$ cat src/rtl/img_pkg.sv
// Shared types and constants for the image frame controller.
package img_pkg;

  typedef enum logic [2:0] {
    S_IDLE   = 3'd0,
    S_RST    = 3'd1,
    S_WAIT_V = 3'd2,
    S_STREAM = 3'd3,
    S_DONE   = 3'd4,
    S_ERR    = 3'd5
  } state_t;

  localparam logic [1:0] OP_BRIGHT = 2'd0;
  localparam logic [1:0] OP_INV    = 2'd1;
  localparam logic [1:0] OP_THRESH = 2'd2;
  localparam logic [1:0] OP_PASS   = 2'd3;

  localparam int DEF_WIDTH  = 768;
  localparam int DEF_HEIGHT = 512;

  function automatic int cnt_w(input int n);
    return (n > 1) ? $clog2(n + 1) : 1;
  endfunction

endpackage

$ cat src/rtl/img_wdog.sv
// Idle-cycle watchdog: expires after WDOG_CYC enabled cycles with no kick.
module img_wdog
  import img_pkg::*;
#(
  parameter int WDOG_CYC = 4096
) (
  input  logic clk,
  input  logic rst_n,
  input  logic i_en,
  input  logic i_kick,
  output logic o_expire
);

  localparam int CW = cnt_w(WDOG_CYC);
  localparam logic [CW-1:0] CNT_LAST = CW'(WDOG_CYC - 1);

  logic [CW-1:0] r_cnt;

  always_ff @(posedge clk or negedge rst_n) begin
    if (!rst_n)               r_cnt <= '0;
    else if (!i_en || i_kick) r_cnt <= '0;
    else if (r_cnt != CNT_LAST) r_cnt <= r_cnt + 1'b1;
  end

  // The current cycle is the WDOG_CYC-th consecutive quiet one.
  assign o_expire = i_en && !i_kick && (r_cnt == CNT_LAST);

endmodule

$ cat src/rtl/img_frame_ctrl.sv
// Frame sequencer for the image reader; optional sync watchdog enabled by
// defining IMG_FRAME_WDOG_EN.
module img_frame_ctrl
  import img_pkg::*;
#(
  parameter int WIDTH     = DEF_WIDTH,
  parameter int HEIGHT    = DEF_HEIGHT,
  parameter int RST_PULSE = 4,
  parameter int WDOG_CYC  = 4096
) (
  input  logic        clk,
  input  logic        rst_n,
  input  logic        frame_req,
  input  logic [1:0]  op_sel,
  input  logic [7:0]  op_value,
  input  logic        vsync_in,
  input  logic        hsync_in,
  input  logic        rd_done_in,
  output logic        rdr_rst_n,
  output logic        frame_ack,
  output logic [1:0]  op_sel_q,
  output logic [7:0]  op_value_q,
  output logic        busy,
  output logic [9:0]  line_cnt,
  output logic [8:0]  pair_cnt,
  output logic        frame_done,
  output logic        frame_err,
  output logic [15:0] frame_cnt
);

  localparam int RCW = cnt_w(RST_PULSE);
  localparam logic [RCW-1:0] RST_LAST  = RCW'(RST_PULSE - 1);
  localparam logic [8:0]     PAIR_LAST = 9'(WIDTH / 2 - 1);
  localparam logic [9:0]     LINE_LAST = 10'(HEIGHT - 1);

  state_t         r_state;
  logic [RCW-1:0] r_rst_cnt;
  logic           r_vs_seen;
  logic           w_last;
  logic           w_pair_end;
  logic           w_expire;

  assign w_pair_end = (pair_cnt == PAIR_LAST);
  assign w_last     = w_pair_end && (line_cnt == LINE_LAST);
  assign busy       = (r_state != S_IDLE);

`ifdef IMG_FRAME_WDOG_EN
  logic r_vs_d;
  logic r_hs_d;
  logic w_wd_en;
  logic w_kick;

  always_ff @(posedge clk or negedge rst_n) begin
    if (!rst_n) begin
      r_vs_d <= 1'b0;
      r_hs_d <= 1'b0;
    end else begin
      r_vs_d <= vsync_in;
      r_hs_d <= hsync_in;
    end
  end

  assign w_wd_en = (r_state == S_WAIT_V) || (r_state == S_STREAM);
  assign w_kick  = (vsync_in != r_vs_d) || (hsync_in != r_hs_d);

  img_wdog #(.WDOG_CYC(WDOG_CYC)) u_wdog (
    .clk      (clk),
    .rst_n    (rst_n),
    .i_en     (w_wd_en),
    .i_kick   (w_kick),
    .o_expire (w_expire)
  );
`else
  assign w_expire = 1'b0;
`endif

  always_ff @(posedge clk or negedge rst_n) begin
    if (!rst_n) begin
      r_state    <= S_IDLE;
      r_rst_cnt  <= '0;
      r_vs_seen  <= 1'b0;
      rdr_rst_n  <= 1'b0;
      frame_ack  <= 1'b0;
      frame_done <= 1'b0;
      frame_err  <= 1'b0;
      op_sel_q   <= OP_PASS;
      op_value_q <= 8'd0;
      line_cnt   <= 10'd0;
      pair_cnt   <= 9'd0;
      frame_cnt  <= 16'd0;
    end else begin
      frame_ack  <= 1'b0;
      frame_done <= 1'b0;
      frame_err  <= 1'b0;
      case (r_state)
        S_IDLE: begin
          rdr_rst_n <= 1'b1;
          if (frame_req) begin
            r_state    <= S_RST;
            frame_ack  <= 1'b1;
            op_sel_q   <= op_sel;
            op_value_q <= op_value;
            rdr_rst_n  <= 1'b0;
            line_cnt   <= 10'd0;
            pair_cnt   <= 9'd0;
            r_rst_cnt  <= '0;
            r_vs_seen  <= 1'b0;
          end
        end
        S_RST: begin
          if (r_rst_cnt == RST_LAST) begin
            r_state   <= S_WAIT_V;
            rdr_rst_n <= 1'b1;
          end else begin
            r_rst_cnt <= r_rst_cnt + 1'b1;
          end
        end
        S_WAIT_V: begin
          if (w_expire) begin
            r_state   <= S_ERR;
            frame_err <= 1'b1;
            rdr_rst_n <= 1'b0;
          end else if (vsync_in) begin
            r_vs_seen <= 1'b1;
          end else if (r_vs_seen) begin
            r_state <= S_STREAM;
          end
        end
        S_STREAM: begin
          // rd_done is only legal together with the final pair's hsync.
          if (rd_done_in) begin
            if (hsync_in && w_last) begin
              r_state    <= S_DONE;
              frame_done <= 1'b1;
              frame_cnt  <= frame_cnt + 16'd1;
            end else begin
              r_state   <= S_ERR;
              frame_err <= 1'b1;
              rdr_rst_n <= 1'b0;
            end
          end else if (w_expire || (hsync_in && w_last)) begin
            r_state   <= S_ERR;
            frame_err <= 1'b1;
            rdr_rst_n <= 1'b0;
          end else if (hsync_in) begin
            if (w_pair_end) begin
              pair_cnt <= 9'd0;
              line_cnt <= line_cnt + 10'd1;
            end else begin
              pair_cnt <= pair_cnt + 9'd1;
            end
          end
        end
        S_DONE: r_state <= S_IDLE;
        S_ERR: begin
          r_state   <= S_IDLE;
          rdr_rst_n <= 1'b1;
        end
        default: r_state <= S_IDLE;
      endcase
    end
  end

endmodule

$ cat config.mk
export PLATFORM = sky130hd
export DESIGN_NAME = img_frame_ctrl
export DESIGN_NICKNAME = d
export VERILOG_FILES = /design/src/rtl/img_pkg.sv /design/src/rtl/img_wdog.sv /design/src/rtl/img_frame_ctrl.sv
export SDC_FILE = /design/constraint.sdc
export NUM_CORES = 1
export LEC_CHECK = 0
export ABC_AREA = 0
export CORE_MARGIN = 2
export CORE_UTILIZATION = 46
export CTS_CLUSTER_DIAMETER = 200
export DETAILED_ROUTE_END_ITERATION = 10
export HOLD_SLACK_MARGIN = 0.15
export PLACE_DENSITY = 0.88
export SLEW_MARGIN = 15
export SYNTH_ARGS = -nofsm -noshare
export SYNTH_HDL_FRONTEND = slang
export SYNTH_SLANG_ARGS = --single-unit
export TNS_END_PERCENT = 5
$ cat constraint.sdc
create_clock -name clk -period 2.1 [get_ports clk]
set_input_delay 0.21 -clock clk [delete_from_list [all_inputs] [get_ports clk]]
set_output_delay 0.21 -clock clk [all_outputs]
set_load 0.03 [all_outputs]
# After elaboration in Yosys (flattened, before gate mapping)
# Index checks and enable logic that the tools add are counted.
totals:
  romBits: 0
  latchBits: 0
  reg_bits: 56
  wordCells: 91
  mem_count: 0
  ram_bits: 0
  in_bits: 16
classes:
  eq_ne: 19
  bitwise_logic: 0
  n_div: 0
  n_reduce_logical: 16
  muxes: 40
  addsub: 4
  multipliers: 0
  order_cmp: 0
  shift: 0
op_table:
  columns: ["operator", "n"]
  rows:
  - ["$mux 10", 5]
  - ["$mux 9", 5]
  - ["$mux 3", 8]
  - ["$ne 2x2->1 const B", 10]
  - ["$pmux 10 s2", 1]
  - ["$pmux 9 s2", 1]
  - ["$add 16x1->16 const B", 1]
  - ["$mux 1", 16]
  - ["$pmux 3 s4", 1]
  - ["$add 10x1->10 const B", 1]
  - ["$eq 10x9->1 const B", 1]
  - ["$reduce_and 5->1", 2]
  - ["$add 9x1->9 const B", 1]
  - ["$eq 3x2->1 const B", 3]
  - ["$eq 9x9->1 const B", 1]
  - ["$reduce_and 3->1", 3]
  - ["$ne 3x3->1 const B", 2]
  - ["$pmux 3 s2", 1]
  - ["$reduce_and 6->1", 1]
  - ["$reduce_bool 2->1", 3]
  - ["$pmux 1 s4", 1]
  - ["$reduce_and 4->1", 1]
  - ["$reduce_bool 4->1", 1]
  - ["$add 3x1->3 const B", 1]
  - ["7 further kinds", 8]

# Depth between registers and ports, before layout
# Gate-level depths: netlist (run 1).
logic_depth:
  ltp_word: 6
  ltp_mapped: 11
  mapped_depth_nobuf: 9

# Least setup slack after synthesis (run 1)
# OpenSTA, ideal clock, no wires.
synth_timing:
  path_kind: "register to register"
  start: "register pair_cnt[1]"
  end: "register rdr_rst_n"
  path_slack_ns: -0.403
  path_buffers: 2
  setup_time_ns: 0.127
  arrival_ns: 2.376
  path_stages_with_launch: 12
  required_ns: 1.973
  cell_sequence: "dfrtp_1 > ha_1 > and3_1 > clkbuf_1 > and3_1 > buf_2 > nand2_1 > ha_1 > nand2b_1 > a311oi_1 > o21ai_0 > o2bb2ai_1"
synth_via:
  elab_chain_len: 5
  elab_cells_between_ends: 6
synth_rtl:
  columns: ["element", "line_no", "rtl"]
  rows:
  - ["from (decl)", "img_frame_ctrl.sv:25", "output logic [8:0] pair_cnt,"]
  - ["from (signal assigned)", "img_frame_ctrl.sv:150", "pair_cnt <= pair_cnt + 9'd1;"]
  - ["$eq 9x9->1 (*)", "img_frame_ctrl.sv:43", "assign w_pair_end = (pair_cnt == PAIR_LAST);"]
  - ["$logic_and 1x1->1 (*)", "img_frame_ctrl.sv:44", "assign w_last = w_pair_end && (line_cnt == LINE_LAST);"]
  - ["$logic_and 1x1->1 (*)", "img_frame_ctrl.sv:132, img_frame_ctrl.sv:141", null]
  - ["$ne 3x3->1 (no line)", null, null]
  - ["$reduce_and 4->1 (no line) (*)", null, null]
  - ["to (signal assigned)", "img_frame_ctrl.sv:139", "rdr_rst_n <= 1'b0;"]
  - ["to (signal assigned)", "img_frame_ctrl.sv:144", "rdr_rst_n <= 1'b0;"]
  - ["to (signal assigned)", "img_frame_ctrl.sv:157", "rdr_rst_n <= 1'b1;"]
  - ["to (decl)", "img_frame_ctrl.sv:19", "output logic rdr_rst_n,"]
# Mark *: on every way between the ends. The rest lies on a longest branch, timed or not.
# A chain may end at the register's enable or synchronous reset.

# Worst setup path in the final report (run 1)
layout_timing:
  start: "register line_cnt[0]"
  end: "register r_state[0]"
layout_via:
  elab_chain_len: 6
  elab_cells_between_ends: 8
layout_rtl:
  columns: ["element", "line_no", "rtl"]
  rows:
  - ["from (decl)", "img_frame_ctrl.sv:24", "output logic [9:0] line_cnt,"]
  - ["from (signal assigned)", "img_frame_ctrl.sv:148", "line_cnt <= line_cnt + 10'd1;"]
  - ["$eq 10x9->1 (*)", "img_frame_ctrl.sv:44", null]
  - ["$logic_and 1x1->1 (*)", "img_frame_ctrl.sv:44", null]
  - ["$logic_and 1x1->1 (*)", "img_frame_ctrl.sv:132, img_frame_ctrl.sv:141", null]
  - ["$mux 1", "img_frame_ctrl.sv:132", "if (hsync_in && w_last) begin"]
  - ["$mux 3", "img_frame_ctrl.sv:131", "if (rd_done_in) begin"]
  - ["$pmux 3 s4", "img_frame_ctrl.sv:95", "case (r_state)"]
  - ["to (signal assigned)", "img_frame_ctrl.sv:99", "r_state <= S_RST;"]
  - ["to (signal assigned)", "img_frame_ctrl.sv:133", "r_state <= S_DONE;"]
  - ["to (signal assigned)", "img_frame_ctrl.sv:142", "r_state <= S_ERR;"]
  - ["to (decl)", "img_frame_ctrl.sv:36", "state_t r_state;"]
# Marked as above.

==> impl_results.md, run 1 <==
* Status: completed
* Clk_lat worst skew at 0.32 ns
* PD cells at 897 nW/um^2
* Worst Tran Pin Value at 0.475 ns
* RSZ-0062 raised after global routing: no
* Crit Path Max Fanout at 17
* GRT overflow at 0
* Worst rel slew slack at 68.0%
* Min Clock Period, post-route at 2.00 ns
* Root Driver: clkbuf_8
* Largest area contributor in the netlist: dfrtp_1
* # clock sinks at 56
* Layout cells sized above 1 at 20.7%
* Synthesized flop and latch total at 56
* Standard-cell rows at 29
* Pleak at 1.79 nW
* Area Overhead vs Synth at 36.8%
* Final GP Congestion at 0.896
* Die footprint at 7170 um^2
* CP Capture Type: flop
* Count leader, synth: dfrtp_1
* EDFF count, synth at 0
* Iter 0 DRT Violations at 207
* CP startpoint: line_cnt[0]
* Post-Place Cell Area at 3940 um^2
* Vias per cell at 5.77
* I/O pin total at 66
* Yosys cell types at 56
* Post-route clock period utilization at 95.1%
* Worst hold slack at 0.402 ns
* Post-route ant nets at 0
* Synth Cell Area at 3000 um^2
* Synth top area share at 45.1%
* Chip Height at 84.7 um
* Tot Pwr at 3.68 mW
* Synth cell count leaders: dfrtp_1, inv_1, nand2_1
* Largest cells by area after synthesis: dfrtp_1, mux2_2, xor2_1
* Final setup viols at 0
* Total CTS buffers at 5
* Final WS setup at 0.103 ns
* CORE AREA at 6310 um^2
* Synth Net Count at 308
* Critical path type: flop to flop
* Maximum vdd drop at 0.916 mV
* Yosys warns at 0
* Post-route cell area at 4100 um^2
* Register area share after synthesis at 46.9%
* Fin. Hold Viols at 0
* Diode count at 0
* Via count at 2614
* Max_cap viols at 0
* Bufs on Longest Clock Path at 2
* Port Buf Inserts at 65
* Worst path required time at 2.29 ns
* Initial antenna violation count at 0
* Post-Route Skew at 0.0115 ns
* Wire per inst at 16.1 um
* Final WL at 7270 um
* Worst-path clk slew at 0.10 ns
* Total Nets Final at 397
* Post-layout util at 64.9%
* Fmax at 0.501 GHz
* Die W at 84.7 um
* HPWL Detailed at 5210 um
* First-pass GRT wire length at 11900 um
* H-tree levels at 2
* Worst min path class: primary input to async pin
* Syn avg cell area at 10.5 um^2
* Initial DRT Pass Iterations at 4
* Crit Reg-Reg Startpoint: line_cnt[0]
* Setup total negative slack at 0 ns
* Place WS at -0.0823 ns
* Arrival time worst endpoint at 2.19 ns
* CP startpoint kind: flop
* GRT Total Usage at 20.5%
* Cell count after synthesis at 286
* Async SR Flop Fraction at 100%
* TritonCTS clock tree: yes
* Fin. max-slew vios at 0
* Final cell count without fillers at 453
* Residual DRC at 0
* Largest net degree at the start of global routing at 57
* Initial Util at 47.4%
* Synth Flop Type: dfrtp_1
* Placed cell count at 440
* Number of global-route vias before repair at 2621
## per-layer routing
layer | up-vias | track usage, % | part of all wire, %
li1 | 1238 | - | -
met1 | 1282 | 26.3 | 42
met2 | 83 | 34.5 | 51
met3 | 11 | 3.83 | 4.6
met4 | 0 | 7.79 | 2.1
met5 | - | 0 | 0
## power by group
part | total, mW | internal, mW | leakage (nW) | switching (mW)
Sequential | 1.46 | 1.29 | 0.734 | 0.167
Clock | 0.718 | 0.361 | 0.0558 | 0.357
Combinational | 1.50 | 0.685 | 0.996 | 0.813
## cell usage in the layout, fill, tap and decap left out, drive strengths merged, types with 11 or more instances in the layout
cell           netlist  final
mux2                11     11
xor2                13     13
o21ai               13     13
inv                 18     19
clkdlybuf4s50        0     63
nor4                11     11
buf                  6     30
dfrtp               54     54
nor3                13     13
nand3               16     16
nand2               17     17
## flip-flops by register name, summed over array words and instances (netlist names)
name	count
frame_err	1
frame_done	1
r_rst_cnt	3
op_sel_q	2
r_state	3
line_cnt	10
op_value_q	8
rdr_rst_n	1
frame_cnt	16
r_vs_seen	1
frame_ack	1
pair_cnt	9
## worst paths after layout
kind	to	slack [ns]	cells after the start
worst min register to register	frame_cnt[15]	0.48	1
min in group clk	frame_cnt[15]	0.48	1
max in group asynchronous	op_sel_q[1]	1.40	3
worst max-delay path	r_state[0]	0.10	5
worst max register to register	r_state[0]	0.10	5
worst min-delay path	frame_cnt[8]	0.40	3
## logic make-up after synthesis
logic type	synth area share, %
XOR/XNOR	4.97
multiplexers	5.14
flip-flops	46.9
AO/OA/AOI/OAI	11.8
adder cells (fa/ha/maj)	2.51
buffers and inverters	4.39
AND/OR/NAND/NOR	24.4
## area by class of cell
| cell class | instances | area (um^2) |
|---|---|---|
| multi-input cells | 199 | 1530 |
| clock buffers | 6 | 72.6 |
| well taps | 77 | 96.3 |
| flip-flops and latches | 56 | 1410 |
| inverters | 18 | 67.6 |
| clock inverters | 2 | 38.8 |
| repair buffers | 95 | 885 |
| fillers | 507 | 2220 |
## critical path, cell delays in order (launching register included)
cell and delay [ns]:
dfrtp_2 0.42, ha_1 0.23, and3_1 0.31, nand4_4 0.32, nor4_1 0.42, o21ai_0 0.17
## repair_timing
item	in CTS	in global routing
hold endpoints to repair	56	0
hold buffers	1	0
endpoints found under the setup margin	1	1
pin swaps	0	1
resized for setup	1	2
setup buffers	0	4
No activity file was read; power rests on OpenSTA's default activity.
==> run 2, diff against run 1 <==
- CAP_MARGIN: unset -> 40
==> results of run 2 <==
No change in the layout: final DEF, timing and power equal those of run 1.
==> run 3, diff against run 2 <==
- ABC_AREA: 0 -> unset
==> results of run 3 <==
No change in the layout: final DEF, timing and power equal those of run 1.
